$ cat config.mk
export PLATFORM = sky130hd
export DESIGN_NAME = ft245_responder_flat
export DESIGN_NICKNAME = d
export VERILOG_FILES = /design/src/rtl/ft245_responder_if.sv /design/src/rtl/ft245_responder.sv /design/src/flat_wrapper.sv
export SDC_FILE = /design/constraint.sdc
export NUM_CORES = 1
export LEC_CHECK = 0
export CORE_MARGIN = 1.5
export CORE_UTILIZATION = 45
export DETAILED_ROUTE_END_ITERATION = 8
export MAX_ROUTING_LAYER = met4
export PLACE_DENSITY = 0.72
export SLEW_MARGIN = 0
export SYNTH_ARGS = -nofsm -noshare
export SYNTH_HDL_FRONTEND = slang
export SYNTH_SLANG_ARGS = --single-unit
$ cat constraint.sdc
create_clock -name clk -period 4.85 [get_ports clk]
set_input_delay 1.2125 -clock clk [delete_from_list [all_inputs] [get_ports clk]]
set_output_delay 1.2125 -clock clk [all_outputs]
set_load 0.03 [all_outputs]
$ cat src/rtl/ft245_responder_if.sv
// Bus bundle between the FT245-style host link / local byte streams and the responder.
// Debug state fields expose both FSMs for checkers.
interface ft245_responder_if;
    logic [7:0] ft_data_i;
    logic [7:0] ft_data_o;
    logic       ft_data_oe;
    logic       ft_rd_n;
    logic       ft_wr_n;
    logic       ft_rxf_n;
    logic       ft_txe_n;
    // Local streams: a byte moves on a rising clock edge where valid and ready are
    // both high; valid may not depend on ready, and data is stable while valid is high.
    logic [7:0] rx_in_data;
    logic       rx_in_valid;
    logic       rx_in_ready;
    logic [7:0] tx_out_data;
    logic       tx_out_valid;
    logic       tx_out_ready;
    logic       proto_err;
    logic [1:0] rd_state;
    logic [1:0] wr_state;

    modport master (
        output ft_data_i, ft_rd_n, ft_wr_n, rx_in_data, rx_in_valid, tx_out_ready,
        input  ft_data_o, ft_data_oe, ft_rxf_n, ft_txe_n, rx_in_ready,
               tx_out_data, tx_out_valid, proto_err, rd_state, wr_state
    );

    modport slave (
        input  ft_data_i, ft_rd_n, ft_wr_n, rx_in_data, rx_in_valid, tx_out_ready,
        output ft_data_o, ft_data_oe, ft_rxf_n, ft_txe_n, rx_in_ready,
               tx_out_data, tx_out_valid, proto_err, rd_state, wr_state
    );
endinterface

$ cat src/rtl/ft245_responder.sv
// Device side of an FT245-style parallel FIFO link: rx FIFO feeds host reads,
// host writes fill the tx FIFO, each direction run by its own small FSM.
module ft245_responder #(
    parameter int DEPTH   = 16,
    parameter int RXF_GAP = 2,
    parameter int TXE_GAP = 2
) (
    input  logic             clk,
    input  logic             rst,
    ft245_responder_if.slave bus
);
    localparam int            AW   = $clog2(DEPTH);
    localparam logic [AW:0]   FULL = (AW + 1)'(DEPTH);
    localparam logic [AW:0]   ONE  = (AW + 1)'(1);
    localparam logic [7:0]    RGAP = 8'(RXF_GAP);
    localparam logic [7:0]    WGAP = 8'(TXE_GAP);

    typedef enum logic [1:0] {R_IDLE, R_DRIVE, R_GAP} rd_state_t;
    typedef enum logic [1:0] {W_IDLE, W_LOW, W_GAP} wr_state_t;

    logic [7:0]    rx_mem [DEPTH];
    logic [7:0]    tx_mem [DEPTH];
    logic [AW-1:0] rx_wptr, rx_rptr, tx_wptr, tx_rptr;
    logic [AW:0]   rx_count, tx_count;
    logic          rx_push, rx_pop, tx_push, tx_pop;

    rd_state_t  rd_state, rd_state_d;
    wr_state_t  wr_state, wr_state_d;
    logic [7:0] rd_gap, rd_gap_d, wr_gap, wr_gap_d;
    logic [7:0] data_o_q;
    logic       oe_q, oe_d, rxf_n_q, rxf_n_d, txe_n_q, txe_n_d;
    logic       rd_err, wr_err, err_q;

    assign bus.rx_in_ready  = rst && (rx_count != FULL);
    assign bus.tx_out_valid = (tx_count != '0);
    assign bus.tx_out_data  = tx_mem[tx_rptr];
    assign bus.ft_data_o    = data_o_q;
    assign bus.ft_data_oe   = oe_q;
    assign bus.ft_rxf_n     = rxf_n_q;
    assign bus.ft_txe_n     = txe_n_q;
    assign bus.proto_err    = err_q;
    assign bus.rd_state     = rd_state;
    assign bus.wr_state     = wr_state;

    assign rx_push = bus.rx_in_valid && bus.rx_in_ready;
    assign tx_pop  = bus.tx_out_valid && bus.tx_out_ready;

    // Flags use the registered count, so a push shows on rxf_n one cycle after the FIFO write.
    always_comb begin
        rd_state_d = rd_state;
        rd_gap_d   = rd_gap;
        oe_d       = oe_q;
        rxf_n_d    = 1'b1;
        rx_pop     = 1'b0;
        rd_err     = 1'b0;
        unique case (rd_state)
            R_IDLE: begin
                if (!bus.ft_rd_n) begin
                    if (!rxf_n_q) begin
                        rx_pop     = 1'b1;
                        oe_d       = 1'b1;
                        rd_state_d = R_DRIVE;
                    end else begin
                        rd_err = 1'b1;
                    end
                end
            end
            R_DRIVE: begin
                if (bus.ft_rd_n) begin
                    oe_d       = 1'b0;
                    rd_gap_d   = RGAP;
                    rd_state_d = R_GAP;
                end
            end
            R_GAP: begin
                rd_gap_d = rd_gap - 8'd1;
                if (rd_gap <= 8'd1) rd_state_d = R_IDLE;
            end
            default: rd_state_d = R_IDLE;
        endcase
        if (rd_state_d == R_IDLE) rxf_n_d = (rx_count == '0);
    end

    always_comb begin
        wr_state_d = wr_state;
        wr_gap_d   = wr_gap;
        txe_n_d    = 1'b1;
        tx_push    = 1'b0;
        wr_err     = 1'b0;
        unique case (wr_state)
            W_IDLE: begin
                if (!bus.ft_wr_n) begin
                    if (!txe_n_q) begin
                        tx_push    = 1'b1;
                        wr_state_d = W_LOW;
                    end else begin
                        wr_err = 1'b1;
                    end
                end
            end
            W_LOW: begin
                if (bus.ft_wr_n) begin
                    wr_gap_d   = WGAP;
                    wr_state_d = W_GAP;
                end
            end
            W_GAP: begin
                wr_gap_d = wr_gap - 8'd1;
                if (wr_gap <= 8'd1) wr_state_d = W_IDLE;
            end
            default: wr_state_d = W_IDLE;
        endcase
        if (wr_state_d == W_IDLE) txe_n_d = (tx_count == FULL);
    end

    always_ff @(posedge clk) begin
        if (rx_push) rx_mem[rx_wptr] <= bus.rx_in_data;
        if (tx_push) tx_mem[tx_wptr] <= bus.ft_data_i;
    end

    always_ff @(posedge clk) begin
        if (!rst) begin
            rd_state <= R_IDLE;
            wr_state <= W_IDLE;
            rd_gap   <= '0;
            wr_gap   <= '0;
            data_o_q <= '0;
            oe_q     <= 1'b0;
            rxf_n_q  <= 1'b1;
            txe_n_q  <= 1'b1;
            err_q    <= 1'b0;
            rx_wptr  <= '0;
            rx_rptr  <= '0;
            rx_count <= '0;
            tx_wptr  <= '0;
            tx_rptr  <= '0;
            tx_count <= '0;
        end else begin
            rd_state <= rd_state_d;
            wr_state <= wr_state_d;
            rd_gap   <= rd_gap_d;
            wr_gap   <= wr_gap_d;
            oe_q     <= oe_d;
            rxf_n_q  <= rxf_n_d;
            txe_n_q  <= txe_n_d;
            err_q    <= rd_err || wr_err;
            if (rx_pop) data_o_q <= rx_mem[rx_rptr];
            if (rx_push) rx_wptr <= rx_wptr + 1'b1;
            if (rx_pop)  rx_rptr <= rx_rptr + 1'b1;
            if (tx_push) tx_wptr <= tx_wptr + 1'b1;
            if (tx_pop)  tx_rptr <= tx_rptr + 1'b1;
            case ({rx_push, rx_pop})
                2'b10:   rx_count <= rx_count + ONE;
                2'b01:   rx_count <= rx_count - ONE;
                default: rx_count <= rx_count;
            endcase
            case ({tx_push, tx_pop})
                2'b10:   tx_count <= tx_count + ONE;
                2'b01:   tx_count <= tx_count - ONE;
                default: tx_count <= tx_count;
            endcase
        end
    end
endmodule

$ cat src/flat_wrapper.sv
// flat-port wrapper written by rule: the top's interface ports become plain ports
module ft245_responder_flat 
#(
    parameter int DEPTH   = 16,
    parameter int RXF_GAP = 2,
    parameter int TXE_GAP = 2
)
  (clk, rst, bus_ft_data_i, bus_ft_rd_n, bus_ft_wr_n, bus_rx_in_data, bus_rx_in_valid, bus_tx_out_ready, bus_ft_data_o, bus_ft_data_oe, bus_ft_rxf_n, bus_ft_txe_n, bus_rx_in_ready, bus_tx_out_data, bus_tx_out_valid, bus_proto_err, bus_rd_state, bus_wr_state);
  ft245_responder_if bus_i ();
  input  logic clk;
  input  logic rst;
  input wire logic [$bits(bus_i.ft_data_i)-1:0] bus_ft_data_i;
  input wire logic [$bits(bus_i.ft_rd_n)-1:0] bus_ft_rd_n;
  input wire logic [$bits(bus_i.ft_wr_n)-1:0] bus_ft_wr_n;
  input wire logic [$bits(bus_i.rx_in_data)-1:0] bus_rx_in_data;
  input wire logic [$bits(bus_i.rx_in_valid)-1:0] bus_rx_in_valid;
  input wire logic [$bits(bus_i.tx_out_ready)-1:0] bus_tx_out_ready;
  output wire logic [$bits(bus_i.ft_data_o)-1:0] bus_ft_data_o;
  output wire logic [$bits(bus_i.ft_data_oe)-1:0] bus_ft_data_oe;
  output wire logic [$bits(bus_i.ft_rxf_n)-1:0] bus_ft_rxf_n;
  output wire logic [$bits(bus_i.ft_txe_n)-1:0] bus_ft_txe_n;
  output wire logic [$bits(bus_i.rx_in_ready)-1:0] bus_rx_in_ready;
  output wire logic [$bits(bus_i.tx_out_data)-1:0] bus_tx_out_data;
  output wire logic [$bits(bus_i.tx_out_valid)-1:0] bus_tx_out_valid;
  output wire logic [$bits(bus_i.proto_err)-1:0] bus_proto_err;
  output wire logic [$bits(bus_i.rd_state)-1:0] bus_rd_state;
  output wire logic [$bits(bus_i.wr_state)-1:0] bus_wr_state;
  assign bus_i.ft_data_i = bus_ft_data_i;
  assign bus_i.ft_rd_n = bus_ft_rd_n;
  assign bus_i.ft_wr_n = bus_ft_wr_n;
  assign bus_i.rx_in_data = bus_rx_in_data;
  assign bus_i.rx_in_valid = bus_rx_in_valid;
  assign bus_i.tx_out_ready = bus_tx_out_ready;
  assign bus_ft_data_o = bus_i.ft_data_o;
  assign bus_ft_data_oe = bus_i.ft_data_oe;
  assign bus_ft_rxf_n = bus_i.ft_rxf_n;
  assign bus_ft_txe_n = bus_i.ft_txe_n;
  assign bus_rx_in_ready = bus_i.rx_in_ready;
  assign bus_tx_out_data = bus_i.tx_out_data;
  assign bus_tx_out_valid = bus_i.tx_out_valid;
  assign bus_proto_err = bus_i.proto_err;
  assign bus_rd_state = bus_i.rd_state;
  assign bus_wr_state = bus_i.wr_state;
  ft245_responder #(.DEPTH(DEPTH), .RXF_GAP(RXF_GAP), .TXE_GAP(TXE_GAP)) u_core (.clk(clk), .rst(rst), .bus(bus_i));
endmodule
==> flow_summary_export.csv, run 1 <==
group,metric,value,unit
pwr,switching_power,1.46,mW
timing,final.setup_skew,0.0248,ns
global_routing,antenna_found_initial,0,
placed_design,placedInstanceArea,13700,um^2
global_routing,pin_count_of_the_biggest_net_entering_global_routing,61,
route,post_drt_via_cell_ratio,5.39,
setup_path,path_delay_family,"multiplexers",
clocking,clkLatencyLatePin,0.52,ns
clocking,clkSlewWorstSetupHoldPaths,0.06,ns
cells_and_area,area_overhead_vs_synth,15.5,%
synth,ys_top_cells_by_count,"edfxtp_1 (256), mux4_2 (72), dfxtp_1 (62), nand2_1 (37), nor2_1 (34)",
timing,timing.final.max_slew_violations,0,
synth,synth_nets,782,
cells_and_area,layout-drive-gt1-share,0.197,
timing,timing.max_slew.rel_slack,0.298,
setup_path,worst-endpoint-arrival,3.09,ns
setup_path,worstSetupEndpointType,"primary output",
worst_hold_path,whs_path_depth,2,
global_routing,globalRouteTotalUtil,0.171,
route,detail-route-antenna-nets,0,
pwr,static-leakage-power,4.76,nW
timing,totalNegativeSetupSlack,0,ns
job,drv.max_cap_violation_count,0,
synth,synth.largest_area_cell,"edfxtp_1",
outcome,outcome,"finished, final reports clean",
setup_path,crit_path_max_fanout,13,
clocking,post-cts-setup-buffers,0,
setup_path,required_time_of_the_critical_path,3.64,ns
timing,setup_repair_after_global_routing_missed_its_margin,"false",
timing,part_of_the_cycle_the_worst_path_needs,0.886,
global_routing,globalRouteOverflowTotal,0,
synth,synthArstFlopShare,0,
timing,timing_worst_slew_pin_value,1.05,ns
setup_path,path_buf_inv,2,
synth,synthFlopType,"edfxtp_1",
route,drt_iter0_markers,571,
clocking,cts_resized,0,
setup_path,timing.critical_path.cells,"buf_4, mux4_2, mux4_2, clkdlybuf4s50_1",
pwr,power.share.combinational,0.113,
cells_and_area,layoutNonFillerInstCount,1202,
timing,max_freq,0.233,GHz
floorplan,ioPinCount,48,
clocking,h-tree-depth,2,
setup_path,worst-setup-path-type,"reg -> out",
clocking,clockBufferDepth,3,
placed_design,numPlacedInstances,1140,
synth,ys_warn_count,0,
synth,number_of_distinct_library_cells_after_synthesis,49,
route,dr.pass1.iters,5,
floorplan,start_util,0.459,
route,wl_per_cell,19.4,um
pwr,cell_internal_pwr,4.87,mW
synth,synth_top_area_frac,0.600,
cells_and_area,nets,844,
placed_design,gp_routability_congestion,0.805,
cells_and_area,multiInputGateArea,3620,um^2
floorplan,fp.dieH,172,um
timing,final-setup-viol-count,0,
timing,layout_min_cycle_time,4.30,ns
clocking,clock-root-buffer,"clkbuf_16",
synth,post-synth-top-count-cell,"edfxtp_1",
clocking,cts_hold_buf,0,
synth,synth_enable_flop_cells,256,
synth,post_synth_main_area_contributors,"edfxtp_1 (60%), mux4_2 (13%), dfxtp_1 (9.7%), ha_1 (2.1%), mux2i_1 (2.0%)",
clocking,tritoncts_sink_count,318,
synth,synth.avg_cell_area,17.4,um^2
route,drt_wl_total,23.3,mm
floorplan,die-width,172,um
route,drcViolationCount,0,
clocking,tritoncts_clock_tree,"done",
placed_design,port_buffers,47,
cells_and_area,final_design_area_no_fill,14800,um^2
synth,postSynthCellCount,736,
global_routing,via_count_of_the_first_global_routing_pass,6535,
pwr,irDropWorstVdd,0.311,mV
synth,netlist_area,12800,um^2
synth,synth_sequential_area_ratio,0.697,
setup_path,cpPeakStageDelay,0.61,ns
setup_path,wp_depth,4,
setup_path,launching_element_type_of_the_critical_path,"flop",
worst_hold_path,worst_min_path_class,"reg -> reg",
global_routing,grt_first_pass_wirelength,36.7,mm
pwr,power-per-cell-area,427,nW/um^2
cells_and_area,filler_cell_count,2242,
synth,ys_ff_latch,318,
floorplan,num_rows,61,
setup_path,critical-path-slowest-cell,"clkdlybuf4s50_1",
cells_and_area,number_of_diodes,0,
cells_and_area,area.sequential,8930,um^2
pwr,netSwitchingFraction,0.230,
setup_path,worst_r2r_path_depth,12,
pwr,p_seq_frac,0.487,
setup_path,worst_path_most_repeated_cell,"mux4_2",
route,vias,6477,
floorplan,die_area,29500,um^2
timing,final_hold_fails,0,
clocking,tritoncts.num_buffers,34,
pwr,share_clk_of_total_power,0.401,
placed_design,hpwlAfterDp,14.5,mm
cells_and_area,final_util,0.530,
floorplan,design.core.area,27900,um^2
==> routing by layer <==
metal | vias to the layer above | wire length, um | global-route usage
li1 | 3011 | - | -
met1 | 3276 | 9720 | 0.208
met2 | 152 | 12100 | 0.296
met3 | 38 | 1020 | 0.0274
met4 | 0 | 461 | 0.0469
met5 | - | 0 | -
==> path summary, 6_finish.rpt <==
kind	from	end	slack (ns)
setup / recovery	flop	bus_tx_out_data[1]	0.55
hold / removal	u_core.bus.ft_data_oe$_SDFFE_PN0P_	u_core.bus.ft_data_oe$_SDFFE_PN0P_	0.47
hold reg to reg	u_core.bus.ft_data_oe$_SDFFE_PN0P_	u_core.bus.ft_data_oe$_SDFFE_PN0P_	0.47
setup reg to reg	u_core.rx_count[0]$_SDFFE_PN0P_	u_core.rx_count[4]$_SDFFE_PN0P_	1.85
==> worst register-to-register path, cell delays in order, from the launching register on <==
cell      delay (ns)
dfxtp_1         0.35
nor4_1          0.36
a21boi_0        0.16
and2_1          0.28
inv_1           0.10
ha_1            0.23
inv_1           0.10
fa_1            0.41
nor2b_1         0.12
o21ai_0         0.11
nand3_1         0.10
or3b_2          0.45
mux2i_1         0.12
==> cell families (layout without fill, tap and decap cells) <==
family,Yosys count,after routing,synth area share
flip-flops,318,318,0.697
buffers and inverters,58,146,0.0212
AO/OA/AOI/OAI,60,60,0.0320
AND/OR/NAND/NOR,161,161,0.0673
adder cells (fa/ha/maj),24,24,0.0246
XOR/XNOR,18,18,0.0123
multiplexers,97,97,0.146
==> cells in the final DEF, fill, tap and decap left out, types with 3 or more instances in the layout <==
cell,count
clkbuf_1,5
nand4_1,5
clkdlybuf4s50_1,46
a21boi_0,8
ha_1,22
nor4_1,5
mux4_2,72
clkbuf_16,34
nor3_1,10
clkinv_1,4
dfxtp_1,59
xor2_1,6
a221oi_1,8
o211ai_1,5
mux2i_1,25
inv_1,19
nand2b_1,8
buf_4,18
nor2b_1,9
and3_1,3
nand3_1,6
xnor2_1,12
clkinv_2,6
o21ai_0,19
o311ai_0,4
nand2_1,37
or4_1,4
dfxtp_2,3
edfxtp_1,256
clkinvlp_4,4
and2_1,24
nor2_1,34
bufinv_16,4
a21oi_1,7
a21boi_1,3
==> registers in the layout, summed over array words and instances, names as in the netlist, named ones only <==
signal	count
u_core.bus.ft_data_oe	1
u_core.tx_count	5
u_core.tx_mem	128
u_core.bus.ft_rxf_n	1
u_core.rd_gap	8
u_core.rx_wptr	4
u_core.tx_rptr	4
u_core.bus.rd_state	2
u_core.wr_gap	8
u_core.rx_rptr	4
u_core.rx_mem	128
u_core.rx_count	5
u_core.tx_wptr	4
u_core.bus.proto_err	1
u_core.bus.ft_data_o	8
u_core.bus.ft_txe_n	1
u_core.bus.wr_state	2
==> final cells by class <==
cell class	count	area share
Inverter	19	0.00482
Clock buffer	39	0.0587
Sequential cell	318	0.603
Tap cell	378	0.0319
Timing Repair Buffer	65	0.0406
Clock inverter	23	0.0165
Multi-Input combinational cell	360	0.244
==> metrics by stage <==
step                      hold WS, ns  total power [mW]  worst slack [ns]
after floorplan                 0.451              3.62             0.847
after global placement          0.454              3.84             0.906
after detailed placement        0.458              3.85             0.869
after CTS                       0.472              6.39             0.509
after global routing            0.514              6.58             0.415
final                           0.469              6.33             0.552
==> power by group through the flow <==
| stage | clock network (mW) | logic (mW) | registers, mW |
|---|---|---|---|
| floorplan | 0 | 0.495 | 3.13 |
| global placement | 0 | 0.703 | 3.14 |
| detailed placement | 0 | 0.718 | 3.14 |
| CTS | 2.59 | 0.721 | 3.08 |
| global route | 2.71 | 0.776 | 3.09 |
| finish | 2.54 | 0.713 | 3.08 |
Power figures use the tool's default switching activity.
==> run 2, diff against run 1 <==
--- a/config.mk
+++ b/config.mk
@@ -5,7 +5,7 @@
 export SDC_FILE = /design/constraint.sdc
 export NUM_CORES = 1
 export LEC_CHECK = 0
-export CORE_MARGIN = 1.5
+export CORE_MARGIN = 1
 export CORE_UTILIZATION = 45
 export DETAILED_ROUTE_END_ITERATION = 8
 export MAX_ROUTING_LAYER = met4
==> run 2 against run 1 <==
  * Sequential share of layout area is 0.18 points higher
  * Via count is 2.2% lower
  * Worst setup slack better by 0.042 ns
  * Sequential power hardly changed
  * Routed wire length is 5.6% lower
  * Combinational power hardly changed
  * Worst hold slack better by 0.0067 ns
  * Total power is 0.45% lower
  * Critical endpoint is now bus_tx_out_data[5]
  * Global-route usage is 0.68 points lower
  * Cell area is 0.30% lower
  * Clock skew is 0.010 ns lower
  * Core utilization is 0.16 points lower
==> flow_summary_export.csv, run 2 (same netlist as run 1, synthesis figures left out) <==
group,metric,value,unit
timing,timing_worst_slew_pin_value,1.03,ns
timing,timing.final.max_slew_violations,0,
clocking,tritoncts.num_buffers,34,
cells_and_area,nets,840,
cells_and_area,area.sequential,8930,um^2
route,drt_wl_total,22.0,mm
timing,max_freq,0.235,GHz
setup_path,worst-endpoint-arrival,3.04,ns
timing,part_of_the_cycle_the_worst_path_needs,0.878,
placed_design,port_buffers,47,
worst_hold_path,worst_min_path_class,"reg -> reg",
timing,totalNegativeSetupSlack,0,ns
timing,layout_setup_ws,0.594,ns
setup_path,worstSetupEndpointType,"primary output",
floorplan,die-width,171,um
floorplan,fp.dieH,171,um
cells_and_area,multiInputGateArea,3620,um^2
pwr,power,6.30,mW
setup_path,required_time_of_the_critical_path,3.64,ns
cells_and_area,final_util,0.528,
cells_and_area,area_overhead_vs_synth,15.2,%
timing,timing.max_slew.rel_slack,0.313,
global_routing,antenna_found_initial,0,
timing,final-setup-viol-count,0,
clocking,clkSlewWorstSetupHoldPaths,0.06,ns
global_routing,pin_count_of_the_biggest_net_entering_global_routing,61,
floorplan,die_area,29200,um^2
clocking,tritoncts_sink_count,318,
pwr,power-per-cell-area,427,nW/um^2
pwr,irDropWorstVdd,0.255,mV
floorplan,design.core.area,27900,um^2
global_routing,globalRouteTotalUtil,0.164,
global_routing,globalRouteOverflowTotal,0,
clocking,cts_resized,0,
global_routing,grt_first_pass_wirelength,35.4,mm
pwr,static-leakage-power,4.73,nW
timing,layout_min_cycle_time,4.26,ns
timing,final.setup_skew,0.0145,ns
setup_path,worstReg2RegStart,"u_core.rx_count[0]$_SDFFE_PN0P_",
route,dr.pass1.iters,6,
cells_and_area,layout_common_cells,"edfxtp_1 (256), mux4_2 (72), dfxtp_1 (59)",
route,wl_per_cell,18.4,um
route,detail-route-antenna-nets,0,
setup_path,worst_r2r_endpoint,"u_core.rx_count[4]$_SDFFE_PN0P_",
placed_design,hpwlAfterDp,14.3,mm
cells_and_area,layout-drive-gt1-share,0.187,
cells_and_area,layout_commonest_cell,"edfxtp_1",
clocking,tritoncts_clock_tree,"done",
clocking,clockBufferDepth,3,
setup_path,worst-setup-path-type,"reg -> out",
setup_path,reg2reg_slack,1.80,ns
cells_and_area,layoutNonFillerInstCount,1196,
timing,setup_repair_after_global_routing_missed_its_margin,"false",
clocking,clkLatencyLatePin,0.49,ns
placed_design,numPlacedInstances,1136,
cells_and_area,filler_cell_count,2279,
outcome,outcome,"finished, final reports clean",
setup_path,launching_element_type_of_the_critical_path,"flop",
global_routing,via_count_of_the_first_global_routing_pass,6523,
timing,final_hold_fails,0,
setup_path,timing.critical_path.to,"bus_tx_out_data[5]",
setup_path,worst_r2r_path_depth,12,
clocking,post-cts-setup-buffers,0,
setup_path,crit_path_max_fanout,32,
cells_and_area,layout_top_registers,"u_core.rx_mem: 128 flops, u_core.tx_mem: 128 flops",
floorplan,start_util,0.459,
job,drv.max_cap_violation_count,0,
clocking,clock-root-buffer,"clkbuf_16",
clocking,h-tree-depth,2,
route,post_drt_via_cell_ratio,5.30,
placed_design,place_worst_setup_slack,0.911,ns
route,drt_iter0_markers,470,
clocking,cts_hold_buf,0,
placed_design,gp_routability_congestion,0.762,
route,drcViolationCount,0,
route,vias,6337,
floorplan,ioPinCount,48,
cells_and_area,number_of_diodes,0,
floorplan,num_rows,61,
run 2: changes by cell type in the layout (fill, tap and decap cells not counted), moves of 2 or more:
cell	delta
clkbuf_8	+3
clkinv_2	-3
clkbuf_1	+2
buf_4	-4
run 2: how the worst min path moves through the flow:
stage | startpoint | to | cells past startpoint | slack [ns]
floorplan | u_core.rx_count[4]$_SDFFE_PN0P_ | u_core.rx_count[4]$_SDFFE_PN0P_ | 2 | 0.45
global placement | u_core.bus.ft_data_oe$_SDFFE_PN0P_ | u_core.bus.ft_data_oe$_SDFFE_PN0P_ | 2 | 0.46
detailed placement | u_core.bus.ft_data_oe$_SDFFE_PN0P_ | u_core.bus.ft_data_oe$_SDFFE_PN0P_ | 2 | 0.47
CTS | u_core.bus.ft_data_oe$_SDFFE_PN0P_ | u_core.bus.ft_data_oe$_SDFFE_PN0P_ | 2 | 0.49
global route | u_core.bus.ft_data_oe$_SDFFE_PN0P_ | u_core.bus.ft_data_oe$_SDFFE_PN0P_ | 2 | 0.50
finish | u_core.bus.ft_data_oe$_SDFFE_PN0P_ | u_core.bus.ft_data_oe$_SDFFE_PN0P_ | 2 | 0.48
run 2: layer usage:
layer / vias to the layer above / global-route usage / wire length [um]
met1: 3195 / 0.210 / 9820
met5: - / - / 0
met3: 43 / 0.0252 / 713
met2: 112 / 0.270 / 10900
met4: 0 / 0.0490 / 502
li1: 2987 / - / -
run 2: layout make-up:
cell class	count	share of cell area
flip-flops and latches	318	0.605
multi-input cells	360	0.245
clock buffers	45	0.0639
repair buffers	61	0.0386
well taps	378	0.0320
clock inverters	15	0.0105
inverters	19	0.00483
run 2: critical path, cell delays in order (launching register included):
cell	delay (ns)
dfxtp_2	0.31
buf_4	0.50
mux4_2	0.61
mux4_2	0.49
clkdlybuf4s50_1	0.62
run 2: through the flow:
stage,instance area (um^2),hold slack [ns]
floorplan,12800,0.451
global placement,13700,0.463
detailed placement,13700,0.472
CTS,14800,0.486
global route,14800,0.500
finish,14800,0.476
run 2: report_power, final:
part	switching, mW	leakage [nW]	total (mW)	internal, mW
clock	0.989	0.528	2.52	1.53
combinational	0.371	1.39	0.712	0.340
sequential	0.0609	2.81	3.07	3.01
total	1.42	4.73	6.30	4.88
